`src/rtl/adc_pipe.sv`:
```
// adc_pipe: segmented, pipelined WIDTH-bit adder/subtractor.
// Each stage adds one SEG-bit slice of the operands and passes its carry on
// to the next stage, so the critical path is a SEG-bit adder, not WIDTH bits.
//
// Handshake: a value moves across an interface on a rising edge where its
// valid and ready are both 1. While a valid is 1 and its ready is 0, the
// source holds the value stable. The whole pipeline moves together
// (adv = !out_valid || out_ready), and in_ready is adv, so in_ready never
// depends on in_valid.
module adc_pipe #(
  parameter int WIDTH = 32,
  parameter int SEG   = 8
) (
  input  logic             clk,
  input  logic             rst_n,
  input  logic             flush,
  input  logic             in_valid,
  output logic             in_ready,
  input  logic [WIDTH-1:0] A,
  input  logic [WIDTH-1:0] B,
  input  logic             sub,
  output logic             out_valid,
  input  logic             out_ready,
  output logic [WIDTH-1:0] S,
  output logic             Co,
  output logic             V,
  output logic             Z
);

  localparam int STAGES = WIDTH / SEG;
  localparam int L      = STAGES - 1;

  // Per-stage registers. Operands travel along with the partial sum, and the
  // last stage reads their sign bits to compute overflow.
  logic [WIDTH-1:0]  a_q [STAGES];
  logic [WIDTH-1:0]  b_q [STAGES];
  logic [WIDTH-1:0]  s_q [STAGES];
  logic [STAGES-1:0] c_q;
  logic [STAGES-1:0] vld_q;
  logic              v_q;
  logic              z_q;

  // Stage inputs and next-state values.
  logic [WIDTH-1:0]  a_in  [STAGES];
  logic [WIDTH-1:0]  b_in  [STAGES];
  logic [WIDTH-1:0]  s_in  [STAGES];
  logic [WIDTH-1:0]  s_nxt [STAGES];
  logic [SEG:0]      part  [STAGES];
  logic [STAGES-1:0] c_in;
  logic [STAGES-1:0] c_nxt;
  logic [STAGES-1:0] vld_nxt;
  logic              v_nxt;
  logic              z_nxt;
  logic              adv;
  logic [WIDTH-1:0]  bx;

  assign adv      = !out_valid || out_ready;
  assign in_ready = adv;
  assign bx       = sub ? ~B : B;

  // Wire each stage to its predecessor and add this stage's slice.
  always_comb begin
    a_in[0]    = A;
    b_in[0]    = bx;
    s_in[0]    = '0;
    c_in[0]    = sub;
    vld_nxt[0] = in_valid;
    for (int k = 1; k < STAGES; k++) begin
      a_in[k]    = a_q[k-1];
      b_in[k]    = b_q[k-1];
      s_in[k]    = s_q[k-1];
      c_in[k]    = c_q[k-1];
      vld_nxt[k] = vld_q[k-1];
    end
    for (int k = 0; k < STAGES; k++) begin
      part[k]  = {1'b0, a_in[k][k*SEG +: SEG]} + {1'b0, b_in[k][k*SEG +: SEG]}
               + {{SEG{1'b0}}, c_in[k]};
      s_nxt[k] = s_in[k];
      s_nxt[k][k*SEG +: SEG] = part[k][SEG-1:0];
      c_nxt[k] = part[k][SEG];
    end
    // The last stage sees the complete sum, so the flags are computed there.
    v_nxt = (a_in[L][WIDTH-1] == b_in[L][WIDTH-1]) &&
            (s_nxt[L][WIDTH-1] != a_in[L][WIDTH-1]);
    z_nxt = (s_nxt[L] == '0);
  end

  // Pipeline registers: flush clears only the valid bits; a stall holds everything.
  always_ff @(posedge clk or negedge rst_n) begin
    if (!rst_n) begin
      vld_q <= '0;
      c_q   <= '0;
      v_q   <= 1'b0;
      z_q   <= 1'b0;
      for (int k = 0; k < STAGES; k++) begin
        a_q[k] <= '0;
        b_q[k] <= '0;
        s_q[k] <= '0;
      end
    end else begin
      if (flush) begin
        vld_q <= '0;
      end else if (adv) begin
        vld_q <= vld_nxt;
      end
      if (adv) begin
        c_q <= c_nxt;
        v_q <= v_nxt;
        z_q <= z_nxt;
        for (int k = 0; k < STAGES; k++) begin
          a_q[k] <= a_in[k];
          b_q[k] <= b_in[k];
          s_q[k] <= s_nxt[k];
        end
      end
    end
  end

  assign out_valid = vld_q[L];
  assign S         = s_q[L];
  assign Co        = c_q[L];
  assign V         = v_q;
  assign Z         = z_q;

endmodule
```
`config.mk`:
```
export PLATFORM = sky130hd
export DESIGN_NAME = adc_pipe
export DESIGN_NICKNAME = d
export VERILOG_FILES = /design/src/rtl/adc_pipe.sv
export SDC_FILE = /design/constraint.sdc
export NUM_CORES = 1
export LEC_CHECK = 0
export CORE_MARGIN = 3
export CORE_UTILIZATION = 41
export CTS_BUF_LIST = sky130_fd_sc_hd__clkbuf_4 sky130_fd_sc_hd__clkbuf_8 sky130_fd_sc_hd__clkbuf_16
export DETAILED_ROUTE_END_ITERATION = 8
export GPL_TIMING_DRIVEN = 0
export HOLD_SLACK_MARGIN = 0.12
export PLACE_DENSITY_LB_ADDON = 0.1
export SETUP_SLACK_MARGIN = 0.5
export SKIP_CTS_REPAIR_TIMING = 1
export SYNTH_ARGS = -nofsm -noshare
export SYNTH_HDL_FRONTEND = slang
export SYNTH_SLANG_ARGS = --single-unit
```
`constraint.sdc`:
```
create_clock -name clk -period 5.2 [get_ports clk]
set_clock_uncertainty 0.05 [all_clocks]
set_input_delay 1.56 -clock clk [delete_from_list [all_inputs] [get_ports clk]]
set_output_delay 1.56 -clock clk [all_outputs]
set_load 0.02 [all_outputs]
```
# Yosys cells after proc, flatten, opt, wreduce, memory -nomap -nowiden
# Index checks and enable logic that the tools add are counted.
[op_classes]
addsub = 8
reduce_logical = 5
n_mux = 3
n_eq_ne = 2
bitwise_logic = 1
[op_table]
columns = ["cell", "count"]
rows = [
  ["$add A8 B8 Y9", 4],
  ["$add A9 B1 Y9", 4],
  ["$logic_not A32 Y1", 1],
  ["$mux W32", 1],
  ["$not A32 Y32", 1],
  ["$mux W4", 2],
  ["$reduce_bool A2 Y1", 1],
  ["$eq A1 B1 Y1", 1],
  ["$logic_and A1 B1 Y1", 1],
  ["$logic_not A1 Y1", 1],
  ["$logic_or A1 B1 Y1", 1],
  ["$ne A1 B1 Y1", 1],
]
[word_totals]
ff_bits = 282
in_bits = 70
elab_cells = 33
out_inout_bits = 37

# Logic depth before layout (Yosys ltp)
# Gate-level depths: netlist of run 1.
[logic_depth]
depth_word = 4
depth_mapped = 10
depth_no_buf = 10

# Worst setup path before layout of run 1
# Ideal clock, no wire load.
[synth_timing]
path_type = "in2out"
startpoint = "input out_ready"
endpoint = "output in_ready"
setup_slack_ns = 1.194
t_required_ns = 3.590
stages = 4
n_path_buf = 2
arrival_time_ns = 2.396
path_cell_list = "nor2b_1 -> inv_2 -> clkbuf_1 -> clkbuf_1"
[synth_between]
elab_chain_len = 1
[synth_lines]
columns = ["item", "line_no", "rtl"]
rows = [
  ["start, declared", "23", "input logic out_ready,"],
  ["$logic_or A1 B1 Y1", "57", "assign adv = !out_valid || out_ready;"],
  ["end, declared", "18", "output logic in_ready,"],
]
# No other way between the ends.

# Worst setup path after layout of run 1
# Ends and elaborated chain as after synthesis.

==> metrics, run 1 <==
status completed; total core area 19800 µm²; placed cell area 9840 µm²; minimum clock period 4630 ps; total CTS buffers 17; Synth Flop Type dfrtp_1; DRT Pass-1 Iters 5; Worst Setup SP out_ready; busiest grt layer met2; Req. time, crit path 3590 ps; Slew Viols, Final 0; sequential fraction of the synthesis area 0.553; vias in the first global route 6232; routed vias 6329; FMAX 0.216 GHz; Synth warnings 0; top cell type by total area after synthesis dfrtp_1; DP HPWL 14700 µm; Mapped Cells 927; antenna cells 0; GR Util All Layers 0.192; most common cell in the synthesized netlist nand2_1; WL/cell 15.2 µm; Worst Setup Start Kind primary input; drc violations 0; Multi-input gate area 3520 µm²; Final Instance Count excl. Fillers 1331; I/O pin cnt 107; Initial Util 0.424; GRT overflow 0; worst slew pin tran 784 ps; Clock Latency Late Sink 430 ps; hold_sp S[20]; library cells used by synthesis 42; placed cells 1298; Post-synth ARST share 1.00; nets 1158; Antenna Violating Nets Remaining 0; area of the mapped netlist 8420 µm²; Die Y 149 µm; final worst path period share 0.891; first-pass GRT wire length 33200 µm; CTS tree yes; M3 GR Usage 0.0334; flip-flop and latch area 4650 µm²; Tot Pwr 4.09 mW; static leakage 4.90 nW; Sink Count 186; largest net degree at the start of global routing 104; Rows 51; Yosys top cell area share 0.553; Max-Cap Viols 0; share of layout cells above drive strength 1 0.0572; worst hold margin 415 ps; GR Util met2 0.293; Root Driver clkbuf_16; clk slew on worst S/H paths 70 ps; Max clock buf depth 2; Hold Crit Class reg2reg; dominant cells by area after synthesis dfrtp_1, nand2_1, ha_1; Area Growth Syn to Fin 23.7%; Mapped Nets 1032; most common library cells after synthesis nand2_1, dfrtp_1, o21ai_0; H-tree lvl count 4; PortBufs 105; gpl congestion 0.782; Filler cells 1925; relative slew slack 0.478; peak supply drop 242 µV; Setup WS post-layout 565 ps; final WL 20300 µm; setup violators final 0; synthesized flop and latch total 186; pwr/cell area 392 nW/µm²; Die ar. 22300 µm²; Post-synth EDFFs 0; vias per cell 4.76; Finished Cell Area 10400 µm²; met1 global-route usage 0.288; Worst EP arrival 3020 ps; pre-CTS setup slack -716 ps; Die X 149 µm; Hold Vio Cnt, Final 0; Avg Synthesized Cell Area 9.09 µm²; critical path type in2out; initial antenna violation count 0; RR Startpoint b_in[24]; Final Core Density 0.525; Initial DRC Count 462; CP max FO 10; Critical Path End Type primary output; Setup TNS Final 0 ps; RSZ-0062 raised after global routing false
flip-flops by register name (all words and copies together) (netlist names):
register / count
c_q: 4
Z: 1
V: 1
a_in: 48
vld_q: 4
s_in: 48
b_in: 48
S: 32
power by group:
part           leakage [nW]  internal, mW  switching (mW)  total, mW
sequential             2.18          1.72           0.190       1.91
combinational          2.44         0.446           0.483      0.929
clock                 0.278         0.682           0.564       1.25
total                  4.90          2.85            1.24       4.09
placed cells by master (no fill, tap or decap), types with 17 or more instances in the layout:
cell type,Yosys,layout
a21oi_1,20,20
clkbuf_1,30,28
clkbuf_16,0,17
clkdlybuf4s50_1,0,103
dfrtp_1,186,186
ha_1,28,28
inv_1,19,19
nand2_1,421,421
nor2_1,29,29
o21ai_0,47,47
xnor2_1,34,34
worst max-delay path, stage by stage:
cell             delay, ps
clkdlybuf4s50_1        500
nor2b_4                 80
inv_2                  140
buf_4                  250
clkbuf_4               280
clkbuf_2               200
cells by family (layout without fill, tap and decap cells):
group,after synthesis,in the layout,share of synthesized area
DFF,186,186,0.553
xor gates and xnor gates,47,47,0.0498
and+or+nand+nor,480,480,0.223
buffers and inverters,64,203,0.0306
AOI/OAI and AO/OA,114,114,0.0848
adders and majority gates,35,35,0.0582
muxes,1,1,0.00134
per-layer routing:
| metal | vias to the layer above | part of all wire |
|---|---|---|
| met4 | 0 | 0.0084 |
| li1 | 3236 | - |
| met3 | 15 | 0.045 |
| met2 | 136 | 0.44 |
| met5 | - | 0 |
| met1 | 2942 | 0.50 |
worst paths after layout:
| kind | slack, ps | endpoint | cells past startpoint |
|---|---|---|---|
| worst max-delay path | 570 | in_ready | 6 |
| max in group asynchronous | 3120 | b_in[75] | 2 |
| worst min register to register | 420 | S[20] | 2 |
| min in group asynchronous | 1100 | a_in[91] | 1 |
| worst min-delay path | 420 | S[20] | 2 |
| worst max register to register | 2790 | Z | 7 |
area by class of cell:
type,count,area share
timing repair buffer,107,0.104
buffer,44,0.0183
sequential,186,0.447
multi-input combinational,677,0.338
clock buffer,19,0.0429
tap,265,0.0318
clock inverter,13,0.0113
inverter,20,0.00721
Note: power is estimated with default switching activity, not from simulation.
==> inputs of run 2 (changes only) <==
Settings changed: GPL_TIMING_DRIVEN 0 to default.
==> run 2 against run 1 <==
Against the previous run: utilization is 0.78 points lower; fmax is 6.1% higher; combinational power decreased by 0.8%; sequential power is essentially flat; critical path depth fell by 2; clock power hardly changed; cell area is 1.5% lower; via count decreased by 4.4%; total power is 0.88% lower; non-clock buffer count decreased by 38; sequential share of layout area grew 0.68 points; register-to-register slack worse by 60 ps.
==> metrics, run 2 (synthesized netlist as in run 1, its figures left out) <==
flip-flop and latch area 4650 µm²; final WL 17200 µm; Tot Pwr 4.05 mW; CP max FO 2; worst setup path end in_ready; first-pass GRT wire length 29400 µm; R2R Path End c_q[1]; Slew Viols, Final 0; setup violators final 0; RR Startpoint vld_q[3]; pwr/cell area 395 nW/µm²; FMAX 0.229 GHz; DRT Pass-1 Iters 4; Hold Vio Cnt, Final 0; Die Y 149 µm; vias in the first global route 5783; routed vias 6051; CP Depth 4; Hold Crit Class reg2reg; antenna cells 0; Initial DRC Count 410; gpl congestion 0.753; critical path type in2out; worst r2r path cells 6; placed cell area 9710 µm²; Area Growth Syn to Fin 21.9%; relative slew slack 0.318; peak supply drop 223 µV; most used cell along the critical path clkdlybuf4s50_1; nets 1120; Slowest-stage cell, CP clkdlybuf4s50_1; Filler cells 1933; worst slew pin tran 1020 ps; GR Util All Layers 0.164; WL/cell 13.3 µm; Antenna Violating Nets Remaining 0; Worst Setup Start Kind primary input; r2r setup slk 2730 ps; Initial Util 0.424; CP Buf/Inv Count 3; total core area 19800 µm²; minimum clock period 4370 ps; CP cell instances clkdlybuf4s50_1 -> nor2b_4 -> inv_4 -> clkdlybuf4s50_1; Die ar. 22300 µm²; drc violations 0; DP HPWL 11500 µm; Setup TNS Final 0 ps; I/O pin cnt 107; clk slew on worst S/H paths 60 ps; Rows 51; GRT overflow 0; commonest non-fill, non-tap cell in the layout nand2_1; Max-Cap Viols 0; Critical Path End Type primary output; Sink Count 186; initial antenna violation count 0; RSZ-0062 raised after global routing false; Clock Latency Late Sink 430 ps; status completed; total CTS buffers 17; Worst EP arrival 2760 ps; Root Driver clkbuf_16; PortBufs 106; H-tree lvl count 4; share of layout cells above drive strength 1 0.0486; largest net degree at the start of global routing 212; Multi-input gate area 3520 µm²; CP delay by family, top buffers and inverters; CP peak stage delay 590 ps; static leakage 4.81 nW; Finished Cell Area 10300 µm²; vias per cell 4.68; Req. time, crit path 3590 ps; most frequent cells in the layout nand2_1, dfrtp_1, clkdlybuf4s50_1; Die X 149 µm; Max clock buf depth 2; Worst Setup SP out_ready; CTS tree yes; final worst path period share 0.840
run 2: changes by cell type in the layout (fill, tap and decap cells not counted), sizes merged:
| cell | before | now |
|---|---|---|
| buf | 17 | 8 |
| clkbuf | 50 | 22 |
| clkdlybuf4s50 | 103 | 104 |
| clkinv | 6 | 7 |
| inv | 24 | 21 |
run 2: how the worst min path moves through the flow:
stage,start,end,slack (ps),depth (start not counted)
finish,S[24],S[24],410,2
global route,S[4],S[4],430,2
CTS,s_in[41],s_in[9],420,2
detailed placement,a_in[94],a_in[62],400,2
global placement,s_in[39],s_in[39],400,2
floorplan,a_in[56],a_in[56],390,2
run 2: final cells by class:
class | instances | share of cell area
Inverter | 20 | 0.00756
Timing Repair Buffer | 113 | 0.110
Sequential cell | 186 | 0.453
Clock inverter | 11 | 0.00939
Tap cell | 265 | 0.0323
Multi-Input combinational cell | 677 | 0.343
Clock buffer | 21 | 0.0450
run 2: report_power, final:
part           internal [mW]  total [mW]  switching, mW  leakage (nW)
combinational          0.444       0.922          0.478          2.35
sequential              1.72        1.90          0.182          2.18
clock                  0.686        1.22          0.538         0.277
total                   2.85        4.05           1.20          4.81
run 2: worst register-to-register path, delay by kind of cell (launching register included):
kind / cells / cell delay [ps]
and+or+nand+nor: 2 / 320
DFF: 1 / 410
buffers and inverters: 3 / 1420
AOI/OAI and AO/OA: 1 / 190
run 2: routing by layer:
| metal | wire length (µm) | vias up | GRT usage |
|---|---|---|---|
| li1 | - | 3155 | - |
| met1 | 9280 | 2779 | 0.262 |
| met2 | 7030 | 100 | 0.224 |
| met3 | 644 | 17 | 0.0328 |
| met4 | 243 | 0 | 0.0522 |
| met5 | 0 | - | 0 |
run 2: metrics by stage:
step | worst slack (ps) | instances | util | hold WS (ps)
floorplan | 1190 | 927 | - | 389
global placement | 822 | 1261 | 0.489 | 400
detailed placement | 816 | 1261 | 0.489 | 403
CTS | 821 | 1293 | 0.517 | 419
global route | 806 | 1293 | 0.517 | 434
finish | 830 | 1293 | 0.517 | 414
